==> src/rtl/sva_arb_pkg.sv <==
// Shared types for the SVA evaluation arbiter: checker FSM ids, response status,
// controller states and the per-thread payload record.
package sva_arb_pkg;

  typedef enum int {
    S0    = 0,
    S1    = 1,
    SEND  = -1,
    SLAZY = -2
  } sva_fsm_t;

  typedef enum logic [1:0] {
    ST_CONT = 2'd0,
    ST_SUCC = 2'd1,
    ST_FAIL = 2'd2,
    ST_TMO  = 2'd3
  } rsp_status_t;

  typedef enum logic [1:0] {
    CTRL_IDLE  = 2'd0,
    CTRL_ISSUE = 2'd1,
    CTRL_WAIT  = 2'd2,
    CTRL_RESP  = 2'd3
  } ctrl_state_t;

  localparam int STATE_W_DEF = 32;
  localparam int TIMER_W_DEF = 8;
  localparam int CNT_W       = 8;

  typedef struct packed {
    logic [STATE_W_DEF-1:0] state;
    logic [TIMER_W_DEF-1:0] start;
  } sva_thread_t;

  // A result carrying both flags is reported as a failure.
  function automatic rsp_status_t decode_status(input logic succ, input logic fail);
    if (fail)      return ST_FAIL;
    else if (succ) return ST_SUCC;
    else           return ST_CONT;
  endfunction

endpackage

==> src/rtl/sva_rr_arbiter.sv <==
// Combinational round-robin pick: first requester at or after ptr_i, wrapping.
module sva_rr_arbiter #(
  parameter int NUM_REQ = 4,
  parameter int IDX_W   = 2
) (
  input  logic [NUM_REQ-1:0] req_i,
  input  logic [IDX_W-1:0]   ptr_i,
  output logic [NUM_REQ-1:0] gnt_o,
  output logic [IDX_W-1:0]   idx_o,
  output logic               any_o
);

  int               j;
  logic [IDX_W-1:0] cand;

  // Scan from the farthest offset down so the nearest hit is written last.
  always_comb begin
    gnt_o = '0;
    idx_o = '0;
    any_o = 1'b0;
    j     = 0;
    cand  = '0;
    for (int k = NUM_REQ - 1; k >= 0; k--) begin
      j = int'(ptr_i) + k;
      if (j >= NUM_REQ) j = j - NUM_REQ;
      cand = IDX_W'(j);
      if (req_i[cand]) begin
        gnt_o       = '0;
        gnt_o[cand] = 1'b1;
        idx_o       = cand;
        any_o       = 1'b1;
      end
    end
  end

endmodule

==> src/rtl/sva_eval_arbiter.sv <==
// Round-robin scheduler of SVA checker threads onto one shared evaluator.
// Optional statistics counters are enabled by defining SVA_ARB_STATS_EN.
module sva_eval_arbiter
  import sva_arb_pkg::*;
#(
  parameter int NUM_REQ = 4,
  parameter int STATE_W = 32,
  parameter int TIMER_W = 8,
  parameter int TIMEOUT = 15
) (
  input  logic                       gclk,
  input  logic                       grst,
  input  logic [NUM_REQ-1:0]         req,
  input  logic [NUM_REQ*STATE_W-1:0] req_state,
  input  logic [NUM_REQ*TIMER_W-1:0] req_start,
  output logic [NUM_REQ-1:0]         gnt,
  output logic                       eval_valid,
  output logic [STATE_W-1:0]         eval_state,
  output logic [TIMER_W-1:0]         eval_start,
  input  logic                       eval_ready,
  input  logic                       res_valid,
  input  logic [STATE_W-1:0]         res_state,
  input  logic                       res_active,
  input  logic                       res_succ,
  input  logic                       res_fail,
  output logic [NUM_REQ-1:0]         rsp_valid,
  output logic [STATE_W-1:0]         rsp_state,
  output logic                       rsp_active,
  output logic [1:0]                 rsp_status,
  output logic                       busy,
  output logic                       timeout_err,
  output logic [15:0]                succ_cnt,
  output logic [15:0]                fail_cnt,
  output logic [15:0]                tmo_cnt
);

  localparam int IDX_W = (NUM_REQ > 1) ? $clog2(NUM_REQ) : 1;

  ctrl_state_t        ctrl_q, ctrl_d;
  logic [IDX_W-1:0]   ptr_q, ptr_d, owner_q, owner_d;
  logic [STATE_W-1:0] state_q, state_d, rsp_state_q, rsp_state_d;
  logic [TIMER_W-1:0] start_q, start_d;
  logic [CNT_W-1:0]   cnt_q, cnt_d;
  logic               rsp_active_q, rsp_active_d, tmo_err_q, tmo_err_d;
  rsp_status_t        rsp_status_q, rsp_status_d;

  logic [STATE_W-1:0] state_arr [NUM_REQ];
  logic [TIMER_W-1:0] start_arr [NUM_REQ];
  logic [NUM_REQ-1:0] arb_gnt;
  logic [IDX_W-1:0]   arb_idx;
  logic               arb_any;

  generate
    for (genvar gi = 0; gi < NUM_REQ; gi++) begin : g_req
      assign state_arr[gi] = req_state[gi*STATE_W +: STATE_W];
      assign start_arr[gi] = req_start[gi*TIMER_W +: TIMER_W];
      assign rsp_valid[gi] = (ctrl_q == CTRL_RESP) && (owner_q == IDX_W'(gi));
    end
  endgenerate

  sva_rr_arbiter #(.NUM_REQ(NUM_REQ), .IDX_W(IDX_W)) u_rr (
    .req_i (req),
    .ptr_i (ptr_q),
    .gnt_o (arb_gnt),
    .idx_o (arb_idx),
    .any_o (arb_any)
  );

  assign gnt         = (ctrl_q == CTRL_IDLE) ? arb_gnt : '0;
  assign eval_valid  = (ctrl_q == CTRL_ISSUE);
  assign eval_state  = state_q;
  assign eval_start  = start_q;
  assign rsp_state   = rsp_state_q;
  assign rsp_active  = rsp_active_q;
  assign rsp_status  = rsp_status_q;
  assign busy        = (ctrl_q != CTRL_IDLE);
  assign timeout_err = tmo_err_q;

  always_comb begin
    ctrl_d       = ctrl_q;
    ptr_d        = ptr_q;
    owner_d      = owner_q;
    state_d      = state_q;
    start_d      = start_q;
    cnt_d        = cnt_q;
    rsp_state_d  = rsp_state_q;
    rsp_active_d = rsp_active_q;
    rsp_status_d = rsp_status_q;
    tmo_err_d    = tmo_err_q;
    case (ctrl_q)
      CTRL_IDLE: if (arb_any) begin
        owner_d = arb_idx;
        state_d = state_arr[arb_idx];
        start_d = start_arr[arb_idx];
        ptr_d   = (arb_idx == IDX_W'(NUM_REQ - 1)) ? '0 : arb_idx + IDX_W'(1);
        ctrl_d  = CTRL_ISSUE;
      end
      CTRL_ISSUE: if (eval_ready) begin
        cnt_d  = '0;
        ctrl_d = CTRL_WAIT;
      end
      CTRL_WAIT: begin
        cnt_d = cnt_q + CNT_W'(1);
        // A result arriving on the last allowed cycle beats the timeout.
        if (res_valid) begin
          rsp_state_d  = res_state;
          rsp_active_d = res_active;
          rsp_status_d = decode_status(res_succ, res_fail);
          ctrl_d       = CTRL_RESP;
        end else if (cnt_q == CNT_W'(TIMEOUT - 1)) begin
          rsp_state_d  = '0;
          rsp_active_d = 1'b0;
          rsp_status_d = ST_TMO;
          tmo_err_d    = 1'b1;
          ctrl_d       = CTRL_RESP;
        end
      end
      CTRL_RESP: ctrl_d = CTRL_IDLE;
      default:   ctrl_d = CTRL_IDLE;
    endcase
  end

  always_ff @(posedge gclk or posedge grst) begin
    if (grst) begin
      ctrl_q       <= CTRL_IDLE;
      ptr_q        <= '0;
      owner_q      <= '0;
      state_q      <= '0;
      start_q      <= '0;
      cnt_q        <= '0;
      rsp_state_q  <= '0;
      rsp_active_q <= 1'b0;
      rsp_status_q <= ST_CONT;
      tmo_err_q    <= 1'b0;
    end else begin
      ctrl_q       <= ctrl_d;
      ptr_q        <= ptr_d;
      owner_q      <= owner_d;
      state_q      <= state_d;
      start_q      <= start_d;
      cnt_q        <= cnt_d;
      rsp_state_q  <= rsp_state_d;
      rsp_active_q <= rsp_active_d;
      rsp_status_q <= rsp_status_d;
      tmo_err_q    <= tmo_err_d;
    end
  end

`ifdef SVA_ARB_STATS_EN
  logic [15:0] succ_cnt_q, fail_cnt_q, tmo_cnt_q;

  // rsp_status_q already holds the status of the response being delivered.
  always_ff @(posedge gclk or posedge grst) begin
    if (grst) begin
      succ_cnt_q <= '0;
      fail_cnt_q <= '0;
      tmo_cnt_q  <= '0;
    end else if (ctrl_q == CTRL_RESP) begin
      if (rsp_status_q == ST_SUCC && succ_cnt_q != 16'hFFFF) succ_cnt_q <= succ_cnt_q + 16'd1;
      if (rsp_status_q == ST_FAIL && fail_cnt_q != 16'hFFFF) fail_cnt_q <= fail_cnt_q + 16'd1;
      if (rsp_status_q == ST_TMO  && tmo_cnt_q  != 16'hFFFF) tmo_cnt_q  <= tmo_cnt_q  + 16'd1;
    end
  end

  assign succ_cnt = succ_cnt_q;
  assign fail_cnt = fail_cnt_q;
  assign tmo_cnt  = tmo_cnt_q;
`else
  assign succ_cnt = '0;
  assign fail_cnt = '0;
  assign tmo_cnt  = '0;
`endif

endmodule

==> config.mk <==
export PLATFORM = sky130hd
export DESIGN_NAME = sva_eval_arbiter
export DESIGN_NICKNAME = d
export VERILOG_FILES = /design/src/rtl/sva_arb_pkg.sv /design/src/rtl/sva_rr_arbiter.sv /design/src/rtl/sva_eval_arbiter.sv
export SDC_FILE = /design/constraint.sdc
export NUM_CORES = 1
export LEC_CHECK = 0
export CAP_MARGIN = 20
export CORE_AREA = 2 2 131 133
export DETAILED_ROUTE_END_ITERATION = 8
export DIE_AREA = 0 0 133 135
export PLACE_DENSITY_LB_ADDON = 0.3
export SYNTH_ARGS = -nofsm -noshare
export SYNTH_HDL_FRONTEND = slang
export SYNTH_SLANG_ARGS = --single-unit
export TNS_END_PERCENT = 10
==> constraint.sdc <==
create_clock -name gclk -period 4.2 [get_ports gclk]
set_input_delay 1.26 -clock gclk [delete_from_list [all_inputs] [get_ports gclk]]
set_output_delay 1.26 -clock gclk [all_outputs]
set_load 0.005 [all_outputs]
=== Word-level counts from Yosys, hierarchy flattened ===
Index checks and enable logic that the tools add are counted.

* Add/subtract/negate cells: 9
* Multiply operators: 0
* Div/mod/pow operators: 0
* Magnitude comparators: 13
* Equal/unequal tests: 11
* Shift operators: 0
* Multiplexer cells: 54
* Bitwise gates (word level): 2
* Reduce and logical (&&, ||, !) cells: 18

{| class="wikitable"
|+ Operators by type and width
! cell !! count
|-
| $mux 32 || 4
|-
| $bmux 32 s2 || 1
|-
| $mux 2 || 15
|-
| $mux 8 || 3
|-
| $mux 4 || 5
|-
| $bmux 8 s2 || 1
|-
| $pmux 8 s2 || 1
|-
| $mux 1 || 15
|-
| $ge 3x3->1 const B || 4
|-
| $lt 2x3->1 const B || 4
|-
| $eq 2x2->1 const B || 5
|-
| $add 8x1->8 const B || 1
|-
| $bmux 1 s2 || 4
|-
| $demux 1 s2 || 4
|-
| $eq 8x4->1 const B || 1
|-
| $ge 2x1->1 const B || 4
|-
| $logic_and 1x1->1 || 8
|-
| $pmux 2 s4 || 1
|-
| $sub 2x1->2 const B || 4
|-
| $add 2x2->3 const B || 2
|-
| $reduce_and 2->1 || 3
|-
| $reduce_and 3->1 || 2
|-
| $reduce_bool 2->1 || 3
|-
| $eq 2x1->1 const B || 2
|-
| 9 further kinds || 10
|}

* Flip-flop bits (word level): 90
* Bits in latches: 0
* RAM bits: 0
* Memory bits (read-only): 0
* Input bits: 203
* Output and inout bits: 134
* Memories kept: 0

=== Logic depth before layout (Yosys ltp) ===
* Depth in word-level cells: 13
* Gate-level depth with buffers: 10
* Depth with buffers taken out: 7

=== Cells and area by module ===
A second synthesis with hierarchy kept.

* Cell total of the unflattened synthesis: 435
* Area, all modules: 5640.4 µm²

{| class="wikitable"
|+ By module, submodules not included
! module !! times used !! cells each !! area an instance (µm²)
|-
| sva_eval_arbiter || 1 || 350 || 4957.3
|-
| sva_rr_arbiter || 1 || 85 || 683.2
|}

=== Worst setup path after synthesis ===
OpenSTA, ideal clock, no wires.

* Path type: input to output
* Start point: in req[3]
* End point: out gnt[2]
* Arrival time: 2.614 ns
* Required time: 2.940 ns
* Slack: 0.326 ns
* Cell stages on the path: 6
* Buffers on the path: 1
* Cells stage by stage: buf_4 -> mux4_1 -> nor2b_2 -> a221oi_1 -> o31ai_1 -> and2_1

* Cells in the longest elaborated chain, start to end: 7
* Elaborated cells between the ends (all ways): 13
* Those cells by class: mux (13)

{| class="wikitable"
|+ Ends and longest elaborated chain
! what !! line !! RTL
|-
| from (decl) || sva_eval_arbiter.sv:13 || <nowiki>input logic [NUM_REQ-1:0] req,</nowiki>
|-
| $bmux 1 s2 || sva_rr_arbiter.sv:27 || <nowiki>if (req_i[cand]) begin</nowiki>
|-
| $mux 1 (not written as such) || sva_rr_arbiter.sv:27 ||
|-
| $mux 4 (3 in series) || sva_rr_arbiter.sv:27 ||
|-
| $mux 4 (*) || sva_rr_arbiter.sv:27 ||
|-
| $mux 4 (*) || sva_eval_arbiter.sv:69 || <nowiki>assign gnt = (ctrl_q == CTRL_IDLE) ? arb_gnt : '0;</nowiki>
|-
| to (decl) || sva_eval_arbiter.sv:16 || <nowiki>output logic [NUM_REQ-1:0] gnt,</nowiki>
|}

Mark *: on every way between the ends. The rest lies on a longest branch, timed or not. The select of a mux whose other input is x is not followed.

=== Final worst setup path ===
* Start point: in req[3]
* End point: out gnt[3]

The elaborated chain is that of the path after synthesis.

==> out/metrics.yaml <==
power_and_ir_drop:
  p_clk_frac: 0.142
  switching_share: 0.371
  static-leakage-power_nw: 3.92
  power.sequential.fraction: 0.270
  p_total_mw: 5.71
  ir_drop_mv: 0.364
  total_power_per_unit_cell_area_mw_per_mm2: 648
  comb_power_share: 0.588
  intPower_mw: 3.59
  net-switching-power_mw: 2.12
grt:
  largest_net_degree_at_the_start_of_global_routing: 51
  antenna_found_initial: 0
  grt_overflow: 0
  grt_pass1_vias: 5071
  global_route_wire_length_before_repair_mm: 27.5
  groute.usage.overall: 0.195
sta:
  final-max-slew-violation-count: 0
  hold_violations: 0
  unrepaired_setup_endpoints_after_global_routing: "no"
  timing.max_slew.rel_slack: 0.488
  layout_worst_path_cycle_share: 0.992
  timing.fmax_mhz: 240
  timing.clock.skew_ns: 0.00644
  final.min_clock_period_ns: 4.17
  crit_path_setup_slack_layout_ns: 0.0336
  worst_slew_pin_slew_ns: 0.767
  timing.final.setup_violations: 0
  tns_ns: 0
clock_network:
  clock_path_buffers: 2
  cts_root_buf: "sky130_fd_sc_hd__clkbuf_16"
  cts_tree: "yes"
  clkTransAtPathRegs_ns: 0.06
  clk_latency_ns: 0.34
  postCtsHoldBufs: 0
  numCtsBuffers: 9
  tritoncts_num_sinks: 90
  ctsHtreeMaxLevel: 3
place:
  dp_cells: 1001
  dpl.hpwl_mm: 14.0
  place_congestion: 0.824
  pre_cts_ws_ns: -0.573
  port_buffers: 288
synthesis:
  synth.yosys.warnings: 0
  synth_seq_area_share: 0.410
  synth_area_mm2: 0.00549
  count_of_state_elements_after_synthesis: 90
  netlist.area_leader.share: 0.410
  synth.top_cells.by_area: "sky130_fd_sc_hd__dfrtp_1 41%, sky130_fd_sc_hd__mux2i_1 16%, sky130_fd_sc_hd__buf_4 7.5%, sky130_fd_sc_hd__a22o_1 5.4%, sky130_fd_sc_hd__o221ai_1 4.1%"
  synth_largest_area_cell: "sky130_fd_sc_hd__dfrtp_1"
  synthCells: 503
  mean_syn_cell_area_um2: 10.9
  post_synthesis_cell_type_count: 48
outcome:
  status: "finished clean"
setup_path:
  regToRegEndpoint: "eval_state[17]"
  setup.worst_path.end_class: "output port"
  r2r_setup_slk_ns: 1.46
  setup.worst_path.start_class: "input pin"
  path_class: "in2out"
  regToRegStartpoint: "ptr_q[1]"
  worstPathRequired_ns: 2.94
  worst-r2r-cell-count: 9
  crit_arrival_ns: 2.91
  critical_path.slowest_cell: "sky130_fd_sc_hd__mux4_2"
  crit_path_max_incr_delay_ns: 0.44
  crit_fanout: 4
  crit_path_cell_chain: "buf_2 > buf_6 > mux4_2 > nor2b_4 > buf_6 > a221oi_4 > o31ai_2 > and2_1 > buf_2"
die:
  core_area_mm2: 0.0164
  initial_core_util: 0.335
  floorplan.io_pins: 337
  floorplan.die_area_mm2: 0.0180
  core.rowCount: 47
  die-height_um: 135
  fp.dieW_um: 133
layout:
  nFillCells: 1389
  post_route_cells_drive_above_1_share: 0.103
  ff_latch_area_mm2: 0.00225
  multiInputGateArea_mm2: 0.00284
  fin_cells: 1022
  antennaDiodeCount: 0
  nets: 1014
  areaGrowthSynthToFinish_pct: 60.5
hold_path:
  timing.hold.worst.class: "reg2reg"
  holdCritStartpoint: "timeout_err"
  hold-path-endpoint: "timeout_err"
  worstHoldPathCells: 1
detailed_routing:
  drtIter0Drc: 125
  routed_via_density: 4.87
  final_antenna_net_count: 0
  via_count: 4978
  route.detailed.wl_per_inst_um: 17.9
  drt-total-wl_mm: 18.3
  drt_pass1_iterations: 4
  route.detailed.drc: 0
run:
  maxCapViolations: 0
power groups by stage:
stage / registers [mW] / clock network, mW / logic (mW)
floorplan: 1.55 / 0 / 1.78
global placement: 1.54 / 0 / 3.13
CTS: 1.55 / 0.836 / 3.31
finish: 1.54 / 0.809 / 3.36
detailed placement: 1.55 / 0 / 3.21
global route: 1.60 / 0.870 / 3.62
area by class of cell:
type,instances,share of cell area
tap,220,0.0312
timing repair buffer,316,0.352
inverter,13,0.00568
multi-input combinational,367,0.322
clock buffer,12,0.0280
clock inverter,4,0.00582
sequential,90,0.255
registers in the layout, indices dropped and copies added, names as in the netlist:
signal and count:
rsp_active 1, cnt_q 8, owner_q 2, rsp_state 32, rsp_status 2, eval_start 8
ctrl_q 2, timeout_err 1, eval_state 32, ptr_q 2
cell usage after synthesis (all sizes together):
cell type / n
a22oi: 2
inv: 13
mux2i: 89
and3b: 1
nand2b: 1
a31oi: 1
mux2: 4
or4b: 1
o21ai: 8
o32a: 1
or4: 1
a21o: 1
dlygate4sd1: 1
xnor2: 1
ha: 14
buf: 68
a31o: 1
a221oi: 20
conb: 1
nor2: 30
nor3: 5
and3: 2
o31ai: 5
dfrtp: 90
o221ai: 26
xor2: 2
o211ai: 2
mux4: 2
nor2b: 3
clkbuf: 11
nor3b: 1
nand2: 44
o221a: 1
and2: 6
nand3: 4
a22o: 34
a21oi: 6
metrics by stage:
| step | utilization | hold WS, ns | instance area [µm²] |
|---|---|---|---|
| 2_1_floorplan | - | 0.466 | 5670 |
| 3_3_place_gp | 0.515 | 0.465 | 8450 |
| 3_5_place_dp | 0.515 | 0.477 | 8450 |
| 4_1_cts | 0.537 | 0.495 | 8800 |
| 5_1_grt | 0.537 | 0.501 | 8820 |
| 6_report | 0.537 | 0.486 | 8820 |
layout by cell type, fill, tap and decap left out, drive strengths merged, types with 2 or more instances in the layout:
cell,n
buf,33
a22oi,2
clkbuf,15
ha,14
clkdlybuf4s50,280
xor2,2
a221oi,20
nand2,44
mux2,4
and2,6
nor2b,3
o31ai,5
nand3,4
mux2i,89
clkinv,3
o21ai,8
inv,12
o211ai,2
nor2,30
nor3,5
dfrtp,90
and3,2
a21oi,6
mux4,2
a22o,34
conb,48
o221ai,26
worst max-delay path by stage:
| stage | slack (ns) | from | endpoint |
|---|---|---|---|
| 2_1_floorplan | 0.33 | req[3] | gnt[2] |
| 3_3_place_gp | -0.47 | req[0] | gnt[2] |
| 3_5_place_dp | -0.57 | req[0] | gnt[2] |
| 4_1_cts | -0.01 | req[3] | gnt[3] |
| 5_1_grt | 0.001 | req[3] | gnt[3] |
| 6_report | 0.03 | req[3] | gnt[3] |
critical path: cells and delay by family:
family | cells | cell delay, ns
and+or+nand+nor | 2 | 0.32
muxes | 1 | 0.44
buffers and inverters | 4 | 0.47
AOI/OAI and AO/OA | 2 | 0.42
cells by family after synthesis:
logic type	after synthesis	share of synthesized area
and+or+nand+nor	99	0.0799
xor gates and xnor gates	3	0.00478
AOI/OAI and AO/OA	108	0.176
buffers and inverters	93	0.117
DFF	90	0.410
muxes	95	0.180
other	1	0.000683
adders and majority gates	14	0.0319
per-layer routing:
| layer | wire (µm) | track usage | up-vias |
|---|---|---|---|
| met2 | 9110 | 0.335 | 244 |
| met3 | 1520 | 0.0589 | 25 |
| met5 | 0 | 0 | - |
| met4 | 332 | 0.0645 | 0 |
| li1 | - | - | 2340 |
| met1 | 7360 | 0.234 | 2369 |
repair_timing:
action | in CTS | in global routing
setup endpoints to repair | 4 | 3
buffers inserted | 5 | 0
gates cloned | 0 | 0
pin swaps | 7 | 6
gates resized for setup | 31 | 13
(Power assumes the default switching activity.)
